`src/rtl/regfile_dump_ctrl_if.sv`:
```
// Handshake/bus bundle between the dump sequencer, pipeline, register file and debug TX.
interface regfile_dump_ctrl_if #(
  parameter int unsigned NBITS   = 5,
  parameter int unsigned NB_DATA = 32
);
  logic               i_pipe_halted;
  logic               i_dump_req;
  logic [NBITS-1:0]   i_pipe_addr;
  logic [NB_DATA-1:0] i_rf_data;
  logic               i_ready;
  logic [NBITS-1:0]   o_rf_rd_addr;
  logic [NB_DATA-1:0] o_data;
  logic               o_valid;
  logic               o_busy;
  logic               o_done;
  logic               o_abort;

  // Environment side: drives requests, RF data and ready; observes the dump stream.
  modport master (
    output i_pipe_halted, i_dump_req, i_pipe_addr, i_rf_data, i_ready,
    input  o_rf_rd_addr, o_data, o_valid, o_busy, o_done, o_abort
  );

  // Sequencer side.
  modport slave (
    input  i_pipe_halted, i_dump_req, i_pipe_addr, i_rf_data, i_ready,
    output o_rf_rd_addr, o_data, o_valid, o_busy, o_done, o_abort
  );
endinterface

```
`src/rtl/regfile_dump_ctrl.sv`:
```
// Register-file dump sequencer: borrows the RF read port while the pipeline is
// halted and streams registers 0..N_REGS-1 over a valid/ready handshake.
module regfile_dump_ctrl #(
  parameter int unsigned NBITS   = 5,
  parameter int unsigned NB_DATA = 32,
  parameter int unsigned N_REGS  = 32
) (
  input logic                i_clk,
  input logic                i_rst_n,
  regfile_dump_ctrl_if.slave bus
);

  localparam logic [NBITS-1:0] LAST_IDX = NBITS'(N_REGS - 1);

  typedef enum logic [2:0] {
    IDLE    = 3'd0,
    ISSUE   = 3'd1,
    CAPTURE = 3'd2,
    SEND    = 3'd3,
    DONE    = 3'd4
  } state_e;

  state_e             state_q;
  logic [NBITS-1:0]   cnt_q;
  logic [NB_DATA-1:0] data_q;
  logic               valid_q;
  logic               busy_q;
  logic               done_q;
  logic               abort_q;
  logic               halted;
  logic               in_dump;

  assign halted  = bus.i_pipe_halted;
  // A dump in flight is cancelled whenever the pipeline leaves the halted state.
  assign in_dump = (state_q == ISSUE) || (state_q == CAPTURE) || (state_q == SEND);

  // Sequencer FSM with registered handshake and status outputs.
  always_ff @(posedge i_clk or negedge i_rst_n) begin
    if (!i_rst_n) begin
      state_q <= IDLE;
      cnt_q   <= '0;
      data_q  <= '0;
      valid_q <= 1'b0;
      busy_q  <= 1'b0;
      done_q  <= 1'b0;
      abort_q <= 1'b0;
    end else begin
      done_q  <= 1'b0;
      abort_q <= 1'b0;
      if (in_dump && !halted) begin
        // Abort wins over any same-cycle ready.
        state_q <= IDLE;
        cnt_q   <= '0;
        valid_q <= 1'b0;
        busy_q  <= 1'b0;
        abort_q <= 1'b1;
      end else begin
        case (state_q)
          IDLE: begin
            if (bus.i_dump_req && halted) begin
              state_q <= ISSUE;
              cnt_q   <= '0;
              busy_q  <= 1'b1;
            end
          end
          ISSUE: begin
            state_q <= CAPTURE;
          end
          CAPTURE: begin
            data_q  <= bus.i_rf_data;
            valid_q <= 1'b1;
            state_q <= SEND;
          end
          SEND: begin
            if (bus.i_ready) begin
              valid_q <= 1'b0;
              if (cnt_q == LAST_IDX) begin
                state_q <= DONE;
                done_q  <= 1'b1;
              end else begin
                cnt_q   <= cnt_q + NBITS'(1);
                state_q <= ISSUE;
              end
            end
          end
          DONE: begin
            cnt_q   <= '0;
            busy_q  <= 1'b0;
            state_q <= IDLE;
          end
          default: begin
            state_q <= IDLE;
            cnt_q   <= '0;
            valid_q <= 1'b0;
            busy_q  <= 1'b0;
          end
        endcase
      end
    end
  end

  // Read-port mux: pipeline owns the port only while idle.
  assign bus.o_rf_rd_addr = (state_q == IDLE) ? bus.i_pipe_addr : cnt_q;

  assign bus.o_data  = data_q;
  assign bus.o_valid = valid_q;
  assign bus.o_busy  = busy_q;
  assign bus.o_done  = done_q;
  assign bus.o_abort = abort_q;

endmodule
```
`src/flat_wrapper.sv`:
```
// flat-port wrapper written by rule: the top's interface ports become plain ports
module regfile_dump_ctrl_flat 
#(
  parameter int unsigned NBITS   = 5,
  parameter int unsigned NB_DATA = 32,
  parameter int unsigned N_REGS  = 32
)
  (i_clk, i_rst_n, bus_i_pipe_halted, bus_i_dump_req, bus_i_pipe_addr, bus_i_rf_data, bus_i_ready, bus_o_rf_rd_addr, bus_o_data, bus_o_valid, bus_o_busy, bus_o_done, bus_o_abort);
  regfile_dump_ctrl_if #(.NBITS(NBITS), .NB_DATA(NB_DATA)) bus_i ();
  input logic i_clk;
  input logic i_rst_n;
  input wire logic [$bits(bus_i.i_pipe_halted)-1:0] bus_i_pipe_halted;
  input wire logic [$bits(bus_i.i_dump_req)-1:0] bus_i_dump_req;
  input wire logic [$bits(bus_i.i_pipe_addr)-1:0] bus_i_pipe_addr;
  input wire logic [$bits(bus_i.i_rf_data)-1:0] bus_i_rf_data;
  input wire logic [$bits(bus_i.i_ready)-1:0] bus_i_ready;
  output wire logic [$bits(bus_i.o_rf_rd_addr)-1:0] bus_o_rf_rd_addr;
  output wire logic [$bits(bus_i.o_data)-1:0] bus_o_data;
  output wire logic [$bits(bus_i.o_valid)-1:0] bus_o_valid;
  output wire logic [$bits(bus_i.o_busy)-1:0] bus_o_busy;
  output wire logic [$bits(bus_i.o_done)-1:0] bus_o_done;
  output wire logic [$bits(bus_i.o_abort)-1:0] bus_o_abort;
  assign bus_i.i_pipe_halted = bus_i_pipe_halted;
  assign bus_i.i_dump_req = bus_i_dump_req;
  assign bus_i.i_pipe_addr = bus_i_pipe_addr;
  assign bus_i.i_rf_data = bus_i_rf_data;
  assign bus_i.i_ready = bus_i_ready;
  assign bus_o_rf_rd_addr = bus_i.o_rf_rd_addr;
  assign bus_o_data = bus_i.o_data;
  assign bus_o_valid = bus_i.o_valid;
  assign bus_o_busy = bus_i.o_busy;
  assign bus_o_done = bus_i.o_done;
  assign bus_o_abort = bus_i.o_abort;
  regfile_dump_ctrl #(.NBITS(NBITS), .NB_DATA(NB_DATA), .N_REGS(N_REGS)) u_core (.i_clk(i_clk), .i_rst_n(i_rst_n), .bus(bus_i));
endmodule
```
`config.mk`:
```
export PLATFORM = sky130hd
export DESIGN_NAME = regfile_dump_ctrl_flat
export DESIGN_NICKNAME = d
export VERILOG_FILES = /design/src/rtl/regfile_dump_ctrl_if.sv /design/src/rtl/regfile_dump_ctrl.sv /design/src/flat_wrapper.sv
export SDC_FILE = /design/constraint.sdc
export NUM_CORES = 1
export LEC_CHECK = 0
export CORE_MARGIN = 2
export CORE_UTILIZATION = 38
export DETAILED_ROUTE_END_ITERATION = 6
export PLACE_DENSITY_LB_ADDON = 0.15
export REMOVE_ABC_BUFFERS = 1
export SLEW_MARGIN = 20
export SYNTH_ARGS = -nofsm -noshare
export SYNTH_HDL_FRONTEND = slang
export SYNTH_SLANG_ARGS = --single-unit
```
`constraint.sdc`:
```
create_clock -name i_clk -period 1.6 [get_ports i_clk]
set_input_delay 0.32 -clock i_clk [delete_from_list [all_inputs] [get_ports i_clk]]
set_output_delay 0.32 -clock i_clk [all_outputs]
set_load 0.1 [all_outputs]
```
==> reports/results.ini <==
[status]
outcome=complete, but fails checks
violations=setup timing

[worst_setup_path]
reg2reg_to=u_core.bus.o_data[7]$_DFFE_PN0P_
cp.required_ns=1.28
critPathMaxFanout=6
crit_start=u_core.state_q[1]$_DFFE_PN0P_
critPathCapture=bus_o_rf_rd_addr[4]
rr_worst_depth=8
worstSetupStartpointType=flop
arrival_ns=1.56
endpoint_kind=primary output
worstReg2RegStart=u_core.state_q[1]$_DFFE_PN0P_
worstSetupPathType=reg2out
r2r_slack_ns=-0.19

[route]
num_vias=1594
ant_nets=0
firstDrtPassIters=4
drc=0
wl_mm=6.15
routedWlPerCell_um=18.9
first_iter_violations=94
via_per_inst=4.90

[die]
coreArea_um2=4820
fp.dieArea_um2=5670
chipHeight_um=75.3
ios=83
start_util_pct=40.1
rows=25
die_w_um=75.3

[cells_and_area]
multi_input_area_um2=940
finish.net_count=301
final_common_cell=buf_12
fill_cells=286
drive_above_1_share_pct=53.9
synthToLayoutAreaGrowth_pct=102
register_area_um2=1100
diodes=0
utilization_pct=80.8
final_cell_mix=buf_12, dfrtp_1, clkdlybuf4s50_1, mux2_4, buf_4

[sta]
tns_ns=-6.26
worst_clock_skew_ns=0.00460
worst_pin_slew_ns=0.501
setup_viol=43
relSlewSlack_pct=66.6
drv_slew=0
fin_crit_ns=1.88
rsz0062_at_grt=true
fmaxAchievable_ghz=0.532
hold_violations=0
finalWorstSetupSlack_ns=-0.279
min_period_over_period_pct=117

[clock_network]
clkLatencyLatePin_ns=0.30
clockRootBuffer=clkbuf_8
ctsHtreeMaxLevel=2
cts_tree=done
cts_buffers=5
clkTransAtPathRegs_ns=0.09
cts.path.max_buffers=2
clock_sinks=44

[synth]
netlist_area_um2=1930
ys_ff_latch=44
syn_inst=137
yosys_warnings=0
avgSynthCellArea_um2=14.1
synth_seq_area_share_pct=57.0
synth_cell_types=32

[flow_run]
maxCapViolCount=0

[global_route]
globalRouteTotalUtil_pct=20.0
grt_first_pass_wirelength_mm=8.36
grt_max_degree=24
grt_overflow=0
antenna_found_initial=0
grt_pass1_vias=1632

[placed_design]
pre_cts_ws_ns=-0.325
place.gp.congestion=0.809
io_buffers=82
hpwl_mm=3.90

[hold_path]
worst_hold_path_type=in2async

per-stage QoR:
| stage | area (um2) | hold WS, ns | instances |
|---|---|---|---|
| CTS | 3690 | 0.535 | 320 |
| floorplan | 1870 | 0.0244 | 131 |
| finish | 3890 | 0.516 | 325 |
| global placement | 3380 | 0.310 | 303 |
| global route | 3890 | 0.573 | 325 |
| detailed placement | 3380 | 0.315 | 303 |
flip-flops by register name, summed over array words and instances, names as in the netlist:
| signal | cells |
|---|---|
| u_core.bus.o_abort | 1 |
| u_core.bus.o_busy | 1 |
| u_core.bus.o_data | 32 |
| u_core.bus.o_done | 1 |
| u_core.bus.o_valid | 1 |
| u_core.cnt_q | 5 |
| u_core.state_q | 3 |
critical path, stage by stage, from the launching register on:
cell	delay, ns
dfrtp_2	0.43
nor3_2	0.17
buf_6	0.16
mux2_4	0.32
buf_12	0.17
cell type report:
class	count	area share (%)
repair buffers	119	41.1
flip-flops and latches	44	28.3
multi-input cells	85	24.1
clock inverters	3	2.31
well taps	67	2.15
clock buffers	5	1.77
inverters	2	0.193
cells by family after synthesis:
| kind of cell | Yosys count | synth area share (%) |
|---|---|---|
| mux | 37 | 21.6 |
| fa+ha+maj | 2 | 1.30 |
| compound gates | 19 | 7.32 |
| simple gates | 27 | 9.27 |
| flops | 44 | 57.0 |
| buf+inv | 8 | 3.50 |
cells in the mapped netlist (all sizes together):
master  instances  area (um2)
nor4            1        6.26
inv             2        7.51
nand3           1        5.00
mux2           37         417
nand2b          1        13.8
nor3            5        46.3
nand3b          1        7.51
a22o            2        17.5
ha              2        25.0
a21oi           2        21.3
nor2            4        15.0
a211o           1        8.76
a21o            1        7.51
and3            3        18.8
and3b           1        8.76
or2             1        8.76
a31oi           1        6.26
o211ai          1        7.51
nand4b          2        17.5
buf             6        60.1
o41ai           1        16.3
nor2b           2        12.5
o21ai           7        35.0
o31ai           2        15.0
nand2           5        18.8
dfrtp          44        1100
o22ai           1        6.26
metal layers:
metal / vias to the layer above / global-route usage, % / wire length [um] / part of all wire [%]
met2: 63 / 33.2 / 3070 / 50
met4: 0 / 5.26 / 55 / 0.89
met3: 5 / 3.75 / 317 / 5.2
met1: 788 / 27.2 / 2710 / 44
met5: - / 0 / 0 / 0
li1: 738 / - / - / -
worst min-delay path by stage:
stage                                         to  depth (start not counted)    start  slack [ns]
3_5_place_dp    u_core.bus.o_data[9]$_DFFE_PN0P_                          1  i_rst_n        0.32
3_3_place_gp    u_core.bus.o_data[9]$_DFFE_PN0P_                          1  i_rst_n        0.31
4_1_cts        u_core.bus.o_data[20]$_DFFE_PN0P_                          2  i_rst_n        0.54
2_1_floorplan       u_core.bus.o_abort$_DFF_PN0_                          0  i_rst_n        0.02
6_report        u_core.bus.o_data[9]$_DFFE_PN0P_                          2  i_rst_n        0.52
5_1_grt        u_core.bus.o_data[15]$_DFFE_PN0P_                          2  i_rst_n        0.57
repair_timing:
action	in CTS	in global routing
gates resized for setup	23	39
pin swaps	9	4
cloned	1	2
buffers inserted	7	5
endpoints found under the setup margin	42	42
hold endpoints to repair	19	0
hold buffers	1	0
Power is left out: the tool's default activity adds up to more than one toggle a clock period on the data nets, which glitch-free logic cannot reach.
